File: src/rtl/wb_dma_ch_sched.sv
// -----------------------------------------------------------------------------
// wb_dma_ch_sched
//
// Picks which DMA channel owns the shared Wishbone master datapath. Channels
// at the highest requesting priority share the datapath in round-robin order.
// An optional beat quota forces re-arbitration so that no channel can hold the
// datapath indefinitely.
//
// Ports:
//   clk        clock; all state changes on the rising edge
//   rst        asynchronous active-low reset
//   req        per-channel level request, held until serviced
//   pri        priority of channel i in bits [i*PRI_W +: PRI_W]; larger wins
//   advance    current owner finished its transfer; release the grant
//   beat       one data beat completed by the current owner
//   gnt        index of the granted channel (registered)
//   gnt_oh     one-hot of gnt, all zero while gnt_vld is low (registered)
//   gnt_vld    a grant is active (registered)
//   quota_hit  one-cycle pulse: the previous grant was ended by the quota
// -----------------------------------------------------------------------------
module wb_dma_ch_sched #(
    parameter int CH_NUM = 8,
    parameter int CH_W   = 3,
    parameter int PRI_W  = 3,
    parameter int QUOTA  = 0
) (
    input  logic                    clk,
    input  logic                    rst,
    input  logic [CH_NUM-1:0]       req,
    input  logic [CH_NUM*PRI_W-1:0] pri,
    input  logic                    advance,
    input  logic                    beat,
    output logic [CH_W-1:0]         gnt,
    output logic [CH_NUM-1:0]       gnt_oh,
    output logic                    gnt_vld,
    output logic                    quota_hit
);

    typedef enum logic {
        IDLE,
        GRANT
    } state_e;

    localparam int BCW = (QUOTA > 0) ? $clog2(QUOTA + 1) : 1;
    localparam int QUOTA_LAST_I = (QUOTA > 0) ? QUOTA - 1 : 0;
    localparam logic [BCW-1:0]    QUOTA_LAST = QUOTA_LAST_I[BCW-1:0];
    localparam logic [CH_NUM-1:0] OH_ONE     = {{(CH_NUM-1){1'b0}}, 1'b1};
    localparam int RR_RST_I = CH_NUM - 1;
    localparam logic [CH_W-1:0]   RR_RST     = RR_RST_I[CH_W-1:0];

    state_e             state_q, state_d;
    logic [CH_W-1:0]    gnt_q, gnt_d;
    logic [CH_NUM-1:0]  gnt_oh_q, gnt_oh_d;
    logic               gnt_vld_q, gnt_vld_d;
    logic               quota_hit_q, quota_hit_d;
    logic [CH_W-1:0]    rr_ptr_q, rr_ptr_d;
    logic [BCW-1:0]     beat_cnt_q, beat_cnt_d;

    // Winner evaluation
    logic [CH_W-1:0]    ptr_eval;
    logic [PRI_W-1:0]   maxp;
    logic [CH_NUM-1:0]  cand;
    logic [CH_W-1:0]    winner;
    logic               found;
    logic               any_req;
    int                 idx;

    logic               quota_rel;
    logic               release_now;

    // While a grant is active, re-arbitration always starts just after the
    // current owner, so a release sees the pointer already advanced to gnt.
    assign ptr_eval = (state_q == GRANT) ? gnt_q : rr_ptr_q;
    assign any_req  = |req;

    // NOTE: every variable assigned in a combinational block gets a default
    // first, so no path leaves it unassigned and no latch is inferred.
    always_comb begin
        maxp   = '0;
        cand   = '0;
        winner = '0;
        found  = 1'b0;
        idx    = 0;
        // Only requesting channels contribute to the level being served.
        for (int i = 0; i < CH_NUM; i++) begin
            if (req[i] && (pri[i*PRI_W +: PRI_W] > maxp)) begin
                maxp = pri[i*PRI_W +: PRI_W];
            end
        end
        for (int i = 0; i < CH_NUM; i++) begin
            cand[i] = req[i] && (pri[i*PRI_W +: PRI_W] == maxp);
        end
        // Scan ptr+1 .. ptr+CH_NUM with wrap; the pointer channel comes last.
        for (int k = 1; k <= CH_NUM; k++) begin
            idx = int'(ptr_eval) + k;
            if (idx >= CH_NUM) begin
                idx = idx - CH_NUM;
            end
            if (!found && cand[idx]) begin
                winner = idx[CH_W-1:0];
                found  = 1'b1;
            end
        end
    end

    assign quota_rel   = (QUOTA != 0) && beat && (beat_cnt_q == QUOTA_LAST);
    assign release_now = advance || !req[gnt_q] || quota_rel;

    always_comb begin
        state_d     = state_q;
        gnt_d       = gnt_q;
        gnt_oh_d    = gnt_oh_q;
        gnt_vld_d   = gnt_vld_q;
        rr_ptr_d    = rr_ptr_q;
        beat_cnt_d  = beat_cnt_q;
        quota_hit_d = 1'b0;

        case (state_q)
            IDLE: begin
                // advance and beat have no owner to act on here.
                if (any_req) begin
                    state_d    = GRANT;
                    gnt_d      = winner;
                    gnt_oh_d   = OH_ONE << winner;
                    gnt_vld_d  = 1'b1;
                    beat_cnt_d = '0;
                end
            end
            GRANT: begin
                if (release_now) begin
                    rr_ptr_d    = gnt_q;
                    quota_hit_d = quota_rel;
                    beat_cnt_d  = '0;
                    if (any_req) begin
                        // Hand over with no idle bubble.
                        gnt_d    = winner;
                        gnt_oh_d = OH_ONE << winner;
                    end else begin
                        state_d   = IDLE;
                        gnt_d     = '0;
                        gnt_oh_d  = '0;
                        gnt_vld_d = 1'b0;
                    end
                end else if ((QUOTA != 0) && beat) begin
                    beat_cnt_d = beat_cnt_q + 1'b1;
                end
            end
            default: begin
                state_d = IDLE;
            end
        endcase
    end

    // NOTE: sequential state uses non-blocking assignments so every register
    // samples the values from before the edge, independent of statement order.
    always_ff @(posedge clk or negedge rst) begin
        if (!rst) begin
            state_q     <= IDLE;
            gnt_q       <= '0;
            gnt_oh_q    <= '0;
            gnt_vld_q   <= 1'b0;
            quota_hit_q <= 1'b0;
            rr_ptr_q    <= RR_RST;
            beat_cnt_q  <= '0;
        end else begin
            state_q     <= state_d;
            gnt_q       <= gnt_d;
            gnt_oh_q    <= gnt_oh_d;
            gnt_vld_q   <= gnt_vld_d;
            quota_hit_q <= quota_hit_d;
            rr_ptr_q    <= rr_ptr_d;
            beat_cnt_q  <= beat_cnt_d;
        end
    end

    assign gnt       = gnt_q;
    assign gnt_oh    = gnt_oh_q;
    assign gnt_vld   = gnt_vld_q;
    assign quota_hit = quota_hit_q;

endmodule

File: config.mk
export PLATFORM = sky130hd
export DESIGN_NAME = wb_dma_ch_sched
export DESIGN_NICKNAME = d
export VERILOG_FILES = /design/src/rtl/wb_dma_ch_sched.sv
export SDC_FILE = /design/constraint.sdc
export NUM_CORES = 1
export LEC_CHECK = 0
export BUFFER_PORTS_ARGS = -buffer_cell sky130_fd_sc_hd__buf_4
export CORE_AREA = 2 2 100 102
export DETAILED_ROUTE_END_ITERATION = 10
export DIE_AREA = 0 0 102 104
export PLACE_DENSITY = 0.52
export SLEW_MARGIN = 20
export SYNTH_ARGS = -nofsm -noshare
export SYNTH_HDL_FRONTEND = slang
export SYNTH_SLANG_ARGS = --single-unit
File: constraint.sdc
create_clock -name clk -period 4.8 [get_ports clk]
set_clock_uncertainty 0.1 [all_clocks]
set_input_delay 0.24 -clock clk [delete_from_list [all_inputs] [get_ports clk]]
set_output_delay 0.24 -clock clk [all_outputs]
set_load 0.005 [all_outputs]
Yosys cells after proc, flatten, opt, wreduce, memory -nomap -nowiden
Cells that the tools add are included.
- register bits: 16
- bits of input ports: 36
- logic and storage cells: 168
- add/sub/neg operators: 16
- order comparisons: 25
- eq/ne operators: 11
- shifts and indexed selects: 1
- multiplexer cells: 73
- bitwise operators: 1
- reductions and logical operators: 36
- operator list (kind ; count):
    $lt 32x5->1 const B ; 8
    $mux 32 ; 8
    $mux 3 ; 20
    $sub 4x4->5 const B ; 7
    $mux 1 ; 29
    $ge 4x4->1 const B ; 7
    $bmux 1 s3 ; 9
    $eq 3x3->1 ; 8
    $mux 8 ; 3
    $logic_and 1x1->1 ; 23
    $gt 3x3->1 ; 7
    $add 3x3->4 const B ; 4
    $pmux 8 s2 ; 1
    $add 3x2->4 const B ; 2
    $logic_not 1->1 ; 8
    $reduce_or 8->1 ; 1
    $shl 1x3->8 const A ; 1
    $pmux 3 s2 ; 1
    $sub 5x4->6 const B ; 1
    $add 3x4->5 const B ; 1
    $ge 5x4->1 const B ; 1
    $add 3x1->4 const B ; 1
    $lt 3x4->1 const B ; 1
    $ne 2x2->1 const B ; 2
    other kinds (7) ; 9

Depth between registers and ports, before layout
- depth in word-level cells: 55
- depth in mapped cells: 59
- depth with buffers taken out: 57

Least setup slack after synthesis
No wires, ideal clock.
- kind: input to register
- start point: input port pri[2]
- end point: register gnt_oh_q[0] (netlist: gnt_oh[0])
- setup time: 0.134 ns
- arrival: 10.105 ns
- data required time: 4.566 ns
- setup slack: -5.539 ns
- cell stages on the path: 56
- buffers on the path: 3
- cells stage by stage: and2_1 -> inv_1 -> ha_1 -> or2_4 -> o2111ai_2 -> buf_4 -> nand2_1 -> o21ai_0 -> ha_1 -> nor2_1 -> o21ai_1 -> a21oi_1 -> mux2_4 -> ha_1 -> nor2_1 -> and2_1 -> a21oi_1 -> o21ai_0 -> (+20 left out) -> ha_1 -> nor2b_1 -> o21ai_0 -> nand2b_1 -> and3_1 -> clkbuf_1 -> a21oi_1 -> buf_2 -> nor3_2 -> or4_4 -> and2_4 -> mux4_2 -> a211oi_2 -> o311ai_1 -> a32oi_2 -> a21oi_1 -> o2111ai_1 -> o211ai_1
- word-level cells in the longest chain between the ends: 55
- RTL lines (element ; RTL line ; RTL):
    start, declared ; 30 ; input logic [CH_NUM*PRI_W-1:0] pri,
    $gt 3x1->1 ; 86 ; if (req[i] && (pri[i*PRI_W +: PRI_W] > maxp)) begin
    $logic_and 1x1->1 ; 86 ;
    $mux 3 ; 86 ;
    $gt 3x3->1 ; 86 ;
    $logic_and 1x1->1 ; 86 ;
    $mux 3 ; 86 ;
    $gt 3x3->1 ; 86 ;
    $logic_and 1x1->1 ; 86 ;
    (+39 left out) ; - ;
    $mux 1 ; 99 ; if (!found && cand[idx]) begin
    $logic_not 1->1 ; 99 ;
    $logic_and 1x1->1 ; 99 ;
    $mux 3 * ; 99 ;
    $shl 1x3->8 * ; 124, 137 ;
    $mux 8 ; 134 ; if (any_req) begin
    $mux 8 ; 130 ; if (release_now) begin
    $pmux 8 s2 * ; 118 ; case (state_q)
    end signal, assigned ; 168 ; gnt_oh_q <= gnt_oh_d;
    end, declared ; 53 ; logic [CH_NUM-1:0] gnt_oh_q, gnt_oh_d;
Mark *: on every way between the ends. The rest lies on a longest branch, timed or not. The select of a mux whose other input is x is not followed.
A chain may end at the register's enable or synchronous reset.

Final worst setup path
- start point: input port req[0]
- end point: register gnt_oh_q[7] (netlist: gnt_oh[7])
- word-level cells in the longest chain between the ends: 54
- RTL lines (element ; RTL line ; RTL):
    start, declared ; 29 ; input logic [CH_NUM-1:0] req,
    $logic_and 1x1->1 ; 86 ;
    $mux 3 ; 86 ;
    $gt 3x3->1 ; 86 ;
    $logic_and 1x1->1 ; 86 ;
    $mux 3 ; 86 ;
    $gt 3x3->1 ; 86 ;
    $logic_and 1x1->1 ; 86 ;
    $mux 3 ; 86 ;
    (+38 left out) ; - ;
    $mux 1 ; 99 ;
    $logic_not 1->1 ; 99 ;
    $logic_and 1x1->1 ; 99 ;
    $mux 3 ; 99 ;
    $shl 1x3->8 ; 124, 137 ;
    $mux 8 ; 134 ;
    $mux 8 ; 130 ;
    $pmux 8 s2 ; 118 ;
Parallel ways exist; a longest one is shown, timed or not. The select of a mux whose other input is x is not followed.

==> metrics.md <==
| Metric | Value |
|---|---|
| Status | finished with violations |
| Failing checks | negative setup slack |
| Hold Vio Cnt, Final | 0 |
| Critical Path Most Common Cell | sky130_fd_sc_hd__ha_4 |
| Standard-cell row count | 36 |
| Count of flip-flops with a built-in enable after synthesis | 0 |
| Final period util | 207% |
| Portion of the post-synthesis area used by sequential elements | 12.5% |
| Proportion of layout cells with a drive suffix above 1 | 54.5% |
| Transition at the pin with the smallest max-transition slack | 649 ps |
| First-pass iteration count of the detailed router | 6 |
| Pin count of the biggest net entering global routing | 18 |
| Register bit total from synthesis | 16 |
| Total vias in the final route | 4124 |
| Class of the tightest hold or removal check | input port to flop |
| Wire length per cell after detailed routing | 15.6 um |
| Post-route worst setup slack | -5130 ps |
| Critical path start-end classification | input port to flop |
| RD Place Congestion | 0.892 |
| Placed wire-length estimate after detailed placement | 9.39 mm |
| Die extent in x | 102 um |
| Clock root buffer | sky130_fd_sc_hd__clkbuf_8 |
| Worst-case reg-to-reg path depth | 15 |
| Top-area cell type share of the netlist area | 10.0% |
| Portion of netlist area occupied by mux cells | 11.3% |
| Count of maximum capacitance violations | 0 |
| Vertical die dimension | 104 um |
| Largest fanout on the critical path | 5 |
| Data arrival time of the worst path | 10000 ps |
| XOR/XNOR Fraction of Synth Area | 5.67% |
| Antenna violation net count after detailed routing | 0 |
| Layout fillers | 899 |
| DR WL met2 | 5.91 mm |
| Cell taking the most area after synthesis | sky130_fd_sc_hd__dfrtp_1 |
| Static Leakage | 2.47 nW |
| Number of clock buffers inserted by TritonCTS | 3 |
| Post-synthesis instance area | 3240 sq um |
| Setup slack after placement | -5560 ps |
| Worst-case hold slack | 240 ps |
| Total DRC errors in the routed layout | 0 |
| Cell count after placement | 738 |
| Ant. Diodes | 0 |
| Count of distinct cell types in the synthesized netlist | 83 |
| Final Routed Wirelength | 11.9 mm |
| Number of instances on the worst hold path | 4 |
| Routed met1 length | 5.40 mm |
| GRT Residual Overflow | 0 |
| Worst R2R Start | state_q$_DFF_PN0_ |
| Iteration-0 DRC count of the detailed router | 160 |
| Number of vias per cell after detailed routing | 5.43 |
| Number of nets in the final layout | 679 |
| Insertion delay to the later sink of the worst-skew pair | 240 ps |
| Capturing element type of the critical path | flop |
| Maximum clock frequency | 101 MHz |
| Startpoint kind of the worst setup timing path | input port |
| Antenna violations before repair | 0 |
| Unrepaired setup endpoints after global routing | true |
| Total Die Area | 10600 sq um |
| Synthesized-area fraction occupied by ao, oa, aoi and oai cells | 30.6% |
| Synth async-reset ratio | 100% |
| Worst relative slew slack | 56.4% |
| Boundary Pins | 49 |
| Mapped Cells | 434 |
| Syn. warnings | 0 |
| Routed length on met3 | 411 um |
| Main combinational cell family by area after synthesis | compound AO/OA/AOI/OAI gates |
| Cell with the largest stage delay on the worst path | sky130_fd_sc_hd__or4_4 |
| Ranking of synthesized cells by area | sky130_fd_sc_hd__dfrtp_1, sky130_fd_sc_hd__ha_1, sky130_fd_sc_hd__nand2_1, sky130_fd_sc_hd__nor2_1, sky130_fd_sc_hd__mux2_2 |
| Power Dens Cells | 546 nW/um^2 |
| Worst supply voltage drop on vdd | 0.526 mV |
| Vias in the first global route | 3997 |
| Total Routing Usage GR | 22.1% |
| Final critical path time including I/O delays and setup | 9930 ps |
| Number of failing setup endpoints in the final timing report | 11 |
| Number of standard cells in the layout, taps in and fillers out | 760 |
| Prevailing post-synth register cell | sky130_fd_sc_hd__dfrtp_1 |
| Starting density of the core | 34.0% |
| Maximum level of the CTS H-tree | 1 |
| Clock slew at reported path FFs | 60 ps |
| Port Buffers | 46 |
| Adder-Cell Fraction of Synth Area | 6.10% |
| Final number of max-transition violations | 0 |
| P&R area growth vs syn | 71.6% |
| Syn nets | 485 |
| Core Box Area | 9550 sq um |
| TritonCTS clock tree | built |
| CP max stage delay | 510 ps |
| Wire length of the first global-routing pass | 19.4 mm |
| Syn_area_per_cell | 7.47 sq um |
| Post-synth top cells | sky130_fd_sc_hd__nand2_1, sky130_fd_sc_hd__nor2_1, sky130_fd_sc_hd__inv_1 |
| Launching element of the worst setup path | req[0] |
| WP data required | 4870 ps |
| Max Buffers Root-to-Sink | 2 |
| Startpoint of the most critical hold path | advance |
| Clock tree sinks | 16 |
| Dominant cell by count in the synthesized netlist | sky130_fd_sc_hd__nand2_1 |
| Post-synthesis simple-gate area fraction | 28.5% |
| Top layer in use | met4 |
## metal layers
layer | global-route usage, % | up-vias
met5 | 0 | -
met4 | 2.48 | 0
met3 | 1.08 | 14
met2 | 38.3 | 93
met1 | 31.2 | 1986
li1 | - | 2031
## cell usage in the layout (no fill, tap or decap), drive strengths merged, types with 4 or more instances in the layout
master	count
nand2	42
o22ai	4
a21oi	20
o2111ai	10
nand3	17
ha	15
or2	7
nor4	6
o211ai	4
inv	24
xnor2	14
clkbuf	4
nand2b	6
o21a	9
buf	204
mux2	16
mux2i	8
a22o	4
nor3	23
xor2	7
or4	6
dfrtp	13
nor2b	4
mux4	4
and3	5
a22oi	5
a211oi	7
o21ai	26
a21o	5
a31oi	6
nor2	39
and2	11
nand4	5
## where the power goes
part / total, W / leakage [nW] / internal [W] / switching, W
clock network: 0.000117 / 0.0288 / 0.0000726 / 0.0000445
logic: 0.00268 / 2.24 / 0.00130 / 0.00138
registers: 0.000244 / 0.198 / 0.000197 / 0.0000465
## worst max-delay path: cells and delay by family
| family | cells | cell delay [ps] |
|---|---|---|
| buf+inv | 4 | 370 |
| fa+ha+maj | 7 | 1670 |
| compound gates | 20 | 3120 |
| simple gates | 21 | 3110 |
| mux | 4 | 1490 |
## kinds of logic after synthesis
logic type / count (synthesis)
simple gates: 179
compound gates: 132
flops: 16
fa+ha+maj: 16
mux: 28
other cells: 1
xor+xnor: 21
buf+inv: 41
## final cells by class
cell class / count / area, sq um / share of cell area, %
clock buffer: 4 / 55.1 / 0.989
inverter: 25 / 96.3 / 1.73
multi-input combinational: 377 / 3240 / 58.3
sequential: 16 / 404 / 7.26
tap: 133 / 166 / 2.99
timing repair buffer: 205 / 1600 / 28.7
## sequential cells by signal, indices dropped and copies added, names as in the netlist
signal and count:
gnt_vld 1, state_q 1, gnt_oh 8, gnt 3, rr_ptr_q 3
## stage by stage
step | setup TNS [ps] | cell area [sq um] | power, W | utilization [%]
2_1_floorplan | -54310 | 3440 | 0.00166 | -
3_3_place_gp | -59060 | 4940 | 0.00249 | 51.7
3_5_place_dp | -60470 | 4940 | 0.00251 | 51.7
4_1_cts | -54670 | 5360 | 0.00288 | 56.1
5_1_grt | -61820 | 5560 | 0.00327 | 58.3
6_report | -55910 | 5560 | 0.00304 | 58.3
## repair_timing
action | 4_1_cts | 5_1_grt
setup endpoints to repair | 11 | 11
endpoints found under the hold margin | 16 | 0
pin swaps | 36 | 46
buffers inserted | 11 | 7
hold buffers | 1 | 0
resized for setup | 51 | 31
## worst paths after layout
path / slack [ps] / to
worst max register to register: 680 / gnt_oh[7]$_DFFE_PN0P_
max in group asynchronous: 4070 / rr_ptr_q[0]$_DFFE_PN1P_
min in group asynchronous: 290 / gnt_oh[7]$_DFFE_PN0P_
worst max-delay path: -5130 / gnt_oh[7]$_DFFE_PN0P_
worst min-delay path: 240 / gnt_oh[0]$_DFFE_PN0P_
worst min register to register: 400 / gnt_oh[7]$_DFFE_PN0P_
(Power assumes the default switching activity.)
